$ cat src/rtl/chu_pkg.sv
// Shared encodings and helpers for the message-schedule generator.
package chu_pkg;
  localparam logic CHU_SHA1 = 1'b0;
  localparam logic CHU_MD5  = 1'b1;

  localparam int SHA1_ROUNDS = 80;
  localparam int MD5_ROUNDS  = 64;

  typedef enum logic {IDLE, EMIT} state_t;

  // MD5 message-word index for round t; only t[5:0] is meaningful.
  function automatic logic [3:0] md5_g(input logic [6:0] t);
    logic [6:0] g;
    case (t[5:4])
      2'd0:    g = t;
      2'd1:    g = (t << 2) + t + 7'd1;
      2'd2:    g = (t << 1) + t + 7'd5;
      default: g = (t << 3) - t;
    endcase
    return g[3:0];
  endfunction

  function automatic logic [31:0] rotl1(input logic [31:0] x);
    return {x[30:0], x[31]};
  endfunction
endpackage

$ cat src/rtl/chu_sched_win.sv
// Sixteen-word schedule window: parallel load, or shift toward tap 0 with a new top word.
module chu_sched_win #(
  parameter int WORD_W = 32,
  parameter int NWORDS = 16
) (
  input  logic                           clk,
  input  logic                           rst,
  input  logic                           load,
  input  logic                           shift,
  input  logic [NWORDS-1:0][WORD_W-1:0]  ld_data,
  input  logic [WORD_W-1:0]              shin,
  output logic [NWORDS-1:0][WORD_W-1:0]  taps
);
  always_ff @(posedge clk or posedge rst) begin
    if (rst)        taps <= '0;
    else if (load)  taps <= ld_data;
    else if (shift) taps <= {shin, taps[NWORDS-1:1]};
  end
endmodule

$ cat src/rtl/chu_sched.sv
// Captures one padded block and streams SHA-1 expanded or MD5 permuted schedule words.
module chu_sched
  import chu_pkg::*;
#(
  parameter int WORD_W = 32,
  parameter int NWORDS = 16
) (
  input  logic                           sys_clk,
  input  logic                           sys_reset,
  input  logic [NWORDS-1:0][WORD_W-1:0]  w,
  input  logic [NWORDS-1:0]              w_val,
  input  logic                           alg,
  output logic                           blk_rdy,
  output logic [WORD_W-1:0]              wt,
  output logic [6:0]                     wt_idx,
  output logic                           wt_val,
  input  logic                           wt_rdy,
  output logic                           wt_last,
  output logic                           ovr_err
);
  state_t                          state;
  logic                            alg_q;
  logic [6:0]                      t;
  logic [NWORDS-1:0][WORD_W-1:0]   win;
  logic                            full, cap, beat, shift;
  logic [6:0]                      t_nxt, t_end;
  logic [WORD_W-1:0]               shin, wt_nxt;

  assign full   = &w_val;
  assign cap    = (state == IDLE) && full;
  assign beat   = (state == EMIT) && wt_val && wt_rdy;
  assign shift  = beat && (alg_q == CHU_SHA1);
  assign t_nxt  = t + 7'd1;
  assign t_end  = (alg_q == CHU_MD5) ? 7'(MD5_ROUNDS - 1) : 7'(SHA1_ROUNDS - 1);
  assign wt_idx = t;

  // Shifts at t >= 64 only drain the window; words past 79 are never read.
  assign shin   = (t < 7'd64) ? rotl1(win[13] ^ win[8] ^ win[2] ^ win[0]) : '0;
  // Next word is looked up before the shift lands, so SHA-1 reads tap 1.
  assign wt_nxt = (alg_q == CHU_MD5) ? win[md5_g(t_nxt)] : win[1];

  chu_sched_win #(.WORD_W(WORD_W), .NWORDS(NWORDS)) u_win (
    .clk     (sys_clk),
    .rst     (sys_reset),
    .load    (cap),
    .shift   (shift),
    .ld_data (w),
    .shin    (shin),
    .taps    (win)
  );

  always_ff @(posedge sys_clk or posedge sys_reset) begin
    if (sys_reset) begin
      state   <= IDLE;
      alg_q   <= CHU_SHA1;
      t       <= '0;
      wt      <= '0;
      wt_val  <= 1'b0;
      wt_last <= 1'b0;
      blk_rdy <= 1'b1;
      ovr_err <= 1'b0;
    end else begin
      if ((state == EMIT) && full) ovr_err <= 1'b1;
      case (state)
        IDLE: if (cap) begin
          state   <= EMIT;
          alg_q   <= alg;
          t       <= '0;
          wt      <= w[0];   // round 0 reads word 0 for both algorithms
          wt_val  <= 1'b1;
          wt_last <= 1'b0;
          blk_rdy <= 1'b0;
        end
        EMIT: if (beat) begin
          if (wt_last) begin
            state   <= IDLE;
            t       <= '0;
            wt_val  <= 1'b0;
            wt_last <= 1'b0;
            blk_rdy <= 1'b1;
          end else begin
            t       <= t_nxt;
            wt      <= wt_nxt;
            wt_last <= (t_nxt == t_end);
          end
        end
        default: state <= IDLE;
      endcase
    end
  end
endmodule

$ cat config.mk
export PLATFORM = sky130hd
export DESIGN_NAME = chu_sched
export DESIGN_NICKNAME = d
export VERILOG_FILES = /design/src/rtl/chu_pkg.sv /design/src/rtl/chu_sched_win.sv /design/src/rtl/chu_sched.sv
export SDC_FILE = /design/constraint.sdc
export NUM_CORES = 2
export LEC_CHECK = 0
export BUFFER_PORTS_ARGS = -buffer_cell sky130_fd_sc_hd__buf_2
export CORE_MARGIN = 8
export CORE_UTILIZATION = 50
export DETAILED_ROUTE_END_ITERATION = 10
export PLACE_DENSITY = 0.76
export SYNTH_ARGS = -nofsm -noshare
export SYNTH_HDL_FRONTEND = slang
export SYNTH_SLANG_ARGS = --single-unit
$ cat constraint.sdc
create_clock -name sys_clk -period 16.5 [get_ports sys_clk]
set_input_delay 1.65 -clock sys_clk [delete_from_list [all_inputs] [get_ports sys_clk]]
set_output_delay 1.65 -clock sys_clk [all_outputs]
set_load 0.01 [all_outputs]
### After elaboration in Yosys (flattened, before gate mapping)

Index checks and enable logic that the tools add are counted.
Widths: inputs -> output; s select.

| word-level totals | value |
|---|---|
| register bits | 557 |
| word-level logic and storage cells | 87 |
| output and inout port bits | 43 |
| input bits | 532 |

| cells by class | value |
|---|---|
| equal/unequal tests | 7 |
| add/sub/neg operators | 6 |
| order comparisons | 2 |
| bitwise operators | 5 |
| mux-type cells | 31 |
| reduce and logical (&&, ||, !) cells | 12 |

Operators by type and width:

| cell | number |
|---|---|
| $mux 512 | 2 |
| $mux 32 | 6 |
| $bmux 32 s4 | 1 |
| $xor 32x32->32 | 3 |
| $pmux 32 s2 | 1 |
| $mux 7 | 4 |
| $reduce_and 16->1 | 1 |
| $pmux 7 s2 | 1 |
| $pmux 4 s3 | 1 |
| $mux 1 | 11 |
| $add 4x4->4 | 2 |
| $pmux 1 s2 | 4 |
| $add 7x1->7 const B | 1 |
| $eq 7x7->1 | 1 |
| $lt 7x7->1 const B | 1 |
| $ne 2x2->1 const B | 3 |
| $reduce_and 3->1 | 2 |
| $logic_and 1x1->1 | 5 |
| $lt 4x5->1 const B | 1 |
| $add 4x1->4 const B | 1 |
| $add 4x3->4 const B | 1 |
| $reduce_and 2->1 | 2 |
| $sub 4x4->4 | 1 |
| $eq 2x1->1 const B | 1 |
| other kinds (5) | 6 |

### Depth between registers and ports, before layout

| depth | value |
|---|---|
| depth in word-level cells | 10 |
| depth in mapped cells | 16 |
| gate-level depth less buffers | 13 |

### Cells and area by module

A second synthesis with hierarchy kept.

| second synthesis, totals | value |
|---|---|
| cells, all modules | 3190 |
| area, all modules | 31929.4 um^2 |

Modules (own cells, without submodules):

| module | seq. area each (um^2) | area an instance (um^2) | times used | cells an instance |
|---|---|---|---|---|
| chu_sched_win | 12812.3 | 23940.5 | 1 | 2220 |
| chu_sched | 1127.3 | 7988.9 | 1 | 970 |

### Least setup slack after synthesis

Ideal clock, no wire load.

| path | value |
|---|---|
| kind | register -> register |
| from | reg t[0] (netlist: wt_idx[0]) |
| to | reg wt[16] |
| period minus slack after synthesis | 3744 ps |
| cell stages (with the launch flop) | 15 |
| path buffers | 2 |
| data required time | 16418 ps |
| data arrival time | 3662 ps |
| setup slack | 12756 ps |
| cell sequence | dfrtp_1 > buf_4 > inv_1 > ha_1 > inv_1 > ha_1 > fa_1 > nor2_1 > a2111oi_0 > a21oi_1 > a21oi_1 > and2_1 > clkbuf_1 > a21oi_1 > a31oi_1 |

| between the ends | value |
|---|---|
| longest elaborated chain between the ends | 10 |
| elaborated cells on any way between the ends | 16 |
| classes of those cells | add/sub: 6; eq/ne: 2; mux: 7; reduce/logical: 1 |

Ends and longest elaborated chain:

| item | RTL line | source |
|---|---|---|
| start: declaration | chu_sched.sv:23 | `logic [6:0] t;` |
| start signal: assignment | chu_sched.sv:82 | `t <= t_nxt;` |
| $add 7x1->7 (*) | chu_sched.sv:33 | `assign t_nxt = t + 7'd1;` |
| $add 4x4->4, on equally long branches | chu_pkg.sv:17, chu_pkg.sv:16 |  |
| $add 4x3->4 or $add 4x1->4 (tied branches) | chu_pkg.sv:17, chu_pkg.sv:16 |  |
| $pmux 4 s3 (*) | chu_pkg.sv:14 | `case (t[5:4])` |
| $bmux 32 s4 (*) | chu_sched.sv:40 | `assign wt_nxt = (alg_q == CHU_MD5) ? win[md5_g(t_nxt)] : win[1];` |
| $mux 32 (not written as such) (*) | chu_sched.sv:40 |  |
| $mux 32 (*) | chu_sched.sv:40 |  |
| $mux 32 (*) | chu_sched.sv:75 | `if (wt_last) begin` |
| $mux 32 (*) | chu_sched.sv:74 | `EMIT: if (beat) begin` |
| $pmux 32 s2 (*) | chu_sched.sv:64 | `case (state)` |
| end signal: assignment | chu_sched.sv:69 | `wt <= w[0];` |
| end signal: assignment | chu_sched.sv:83 | `wt <= wt_nxt;` |
| end: declaration | chu_sched.sv:14 | `output logic [WORD_W-1:0] wt,` |

Every way passes the cells marked *; elsewhere a longest branch is shown, timed or not. The select of a mux whose other input is x is not followed.
A chain may end at the register's enable or synchronous reset.

### Worst setup path after layout

| path | value |
|---|---|
| from | in w_val[14] |
| to | reg wt[15] |

| between the ends | value |
|---|---|
| longest elaborated chain between the ends | 4 |

Ends and longest elaborated chain:

| item | RTL line | source |
|---|---|---|
| start: declaration | chu_sched.sv:11 | `input logic [NWORDS-1:0] w_val,` |
| $reduce_and 16->1 | chu_sched.sv:29 | `assign full = &w_val;` |
| $logic_and 1x1->1 | chu_sched.sv:30 | `assign cap = (state == IDLE) && full;` |
| $ne 2x2->1 (no line) | - |  |
| $reduce_and 3->1 (no line) | - |  |

Every way passes these cells.

==> impl_results.md <==
- Core area: slightly above 60000 µm²
- F_max: 169.3 MHz
- Vias in the first global route: around 27000
- FP Rows: 91
- Unrepaired setup endpoints after global routing: false
- Total CTS buffers: between 50 and 60
- First-pass GRT wire length: around 160 mm
- Worst setup EP type: register
- Fin Setup TNS: 0 ns
- Area grow syn2layout: 16.50%
- PD cells: between 70 and 80 nW/µm²
- Clk_lat worst skew: 0.63 ns
- Total Wirelength: approximately 100 mm
- TritonCTS clock tree: yes
- Post-DRT Antenna Nets: 0
- Largest net degree at the start of global routing: 220
- DIE WIDTH: between 200 and 300 µm
- Critical path fanouts, max: about 220
- FF-to-FF End: wt[14]
- Setup Fix Bufs, Post-CTS: 0
- EDFF count, synth: 0
- Clk sinks: about 560
- Die Span Y: approximately 270 µm
- Grt total ovfl: 0
- Sequential element share of the synthesized area: ~44%
- Clock-pin transition on the worst setup and hold timing paths: ~0.060 ns
- Final setup fails: 0
- Most frequent cells in the layout: 574 x buf_2, 573 x nor2_1, 555 x dfrtp_1
- Average routed wire per standard cell: approximately 23 µm
- Worst R2R Start: wt_idx[0]
- Layout cell share with drive strength beyond 1: a little under a quarter
- Synth Area per Inst: 9.996 µm²
- Critical Path Start Type: input port
- Drt via density: 6.074
- Crit path to: wt[15]
- Slew headroom: about 15%
- Worst vdd ir: between 70 and 80 µV
- First-pass DRT Iterations: 6
- Root Buffer: clkbuf_16
- DRC Markers: 0
- I/O Buffers: 574
- Critical Path AT: between 6 and 7 ns
- Worst EP required: 17.05 ns
- Die ar.: 70960 µm²
- Worst R2R Path Depth: 12
- # hold bufs at CTS: 0
- Io pins: approximately 580
- Post-CTS sizing: 0
- Ys flop type: dfrtp_1
- H-tree depth: 2
- Maximum clock path buffer count: 3
- Synth area leader: dfrtp_1
- Worst Max-Slew Pin Slew: around 1.3 ns
- Post-layout nets: 4091
- Yosys top cell area share: between 40% and 50%
- Fin util: between 50% and 60%
- Fin crit share: a little over a third
- Worst hold slack: roughly 0.48 ns
- Routability Congestion: between 0.8 and 0.9
- Ranking of synthesized cells by area: dfrtp_1 44%, mux2i_1 16%, a21oi_1 7.8%
- Syn_nets: roughly 3700
- Vias: roughly 27000
- Leak: around 18 nW
- Async S/R FF share, synth: 100.0%
- Initial antenna violation count: 7
- Initial Util: around 51%
- Syn Inst Count: 3136
- Register bit total from synthesis: approximately 560
- Clock skew: approximately 0.021 ns
- Hold Vio Cnt, Final: 0
- Post-route minimum period: a little under 6 ns
- Reg-to-reg setup timing slack: ~11 ns
- Synth cell types: between 60 and 70
- CP Class: input port to register
- Max_cap viols: 0
- DP HPWL: roughly 69 mm
- 1st-iter DRT viols: approximately 2900
- Worst setup startpoint: w_val[14]
- Global Route Usage Sum: 27.85%
- Most common cell after layout, fill and taps aside: buf_2
- Outcome: finished, final reports clean
- Ys Warns: 0
- Synth Cell Area: about 31000 µm²
- HP Class: register to register
- Final Max Slew Viols: 0
-- flip-flops by register name, summed over array words and instances, names as in the netlist --
signal / count
wt_val: 1
u_win.taps: 512
wt_last: 1
alg_q: 1
blk_rdy: 1
wt_idx: 7
state: 1
wt: 32
ovr_err: 1
-- through the flow --
step | power, W | cell area, µm² | cells | setup WS, ns
floorplan | 0.001421 | 31350 | 3136 | 7.269
global placement | 0.001509 | 34530 | 4326 | 10.19
detailed placement | 0.001508 | 34530 | 4326 | 10.15
CTS | 0.002852 | 36500 | 4433 | 10.78
global route | 0.002918 | 36510 | 4438 | 10.30
finish | 0.002835 | 36520 | 4440 | 10.59
-- synth_stat cells, types with 3 or more instances --
cell,count
buf_2,22
clkbuf_1,199
buf_4,18
a221oi_1,39
a22o_1,6
nand4_1,6
a21o_1,17
nor2b_1,4
xnor2_2,3
xor2_1,36
buf_12,3
mux2i_1,497
dfrtp_1,556
a31oi_1,48
buf_1,7
inv_1,8
a21oi_1,491
o22a_1,18
nor2_1,574
mux4_2,65
xnor2_4,3
o21a_1,3
nand2b_1,7
mux4_1,30
a211o_1,31
nand2_1,178
nand3_1,6
ha_1,8
and2_1,4
o21ai_0,77
o221ai_1,5
and3_1,33
a221oi_2,7
nor3_1,3
a22oi_1,3
xnor2_1,66
o22ai_1,16
-- logic make-up after synthesis --
family	after synthesis	share of synthesized area [%]
simple gates	830	10.65
compound gates	775	14.41
mux	594	23.13
flops	557	44.47
buf+inv	263	3.700
xor+xnor	108	3.269
fa+ha+maj	9	0.3832
-- cell type report --
cell class	instances	area [µm²]
diodes	7	17.52
clock buffers	88	1777
clock inverters	19	192.7
fillers	5275	25310
inverters	9	37.54
multi-input cells	2316	16310
flip-flops and latches	557	13940
well taps	837	1047
repair buffers	607	3196
-- how the worst min path moves through the flow --
stage                  from  endpoint  cells after the start
floorplan           blk_rdy   blk_rdy                      2
global placement    ovr_err   ovr_err                      1
detailed placement  ovr_err   ovr_err                      1
CTS                 blk_rdy   blk_rdy                      2
global route        ovr_err   ovr_err                      1
finish              ovr_err   ovr_err                      1
-- report_power, final --
group | switching [W] | internal (W) | total (W)
Sequential | 0.00000166 | 0.00137 | 0.00137
Combinational | 0.0000637 | 0.0000493 | 0.000113
Clock | 0.000565 | 0.000787 | 0.00135
-- layer usage --
metal / wire (µm) / global-route usage, % / up-vias / share of wire, %
met1: 42250 / 38.25 / 13270 / 41
met4: 3831 / 10.72 / 0 / 3.7
li1: - / - / 12070 / -
met5: 0 / 0 / - / 0
met2: 48120 / 44.09 / 1395 / 47
met3: 8715 / 4.638 / 237 / 8.5
-- critical path: stages --
cell,delay [ns]
buf_2,0.10
nand4_1,0.11
nor4_1,0.09
nand2b_4,0.44
buf_4,0.75
buf_12,0.67
buf_4,0.95
buf_4,0.87
nor2_1,0.13
nor2_1,0.12
o21ai_0,0.08
a31oi_1,0.17
(Power assumes the default switching activity.)
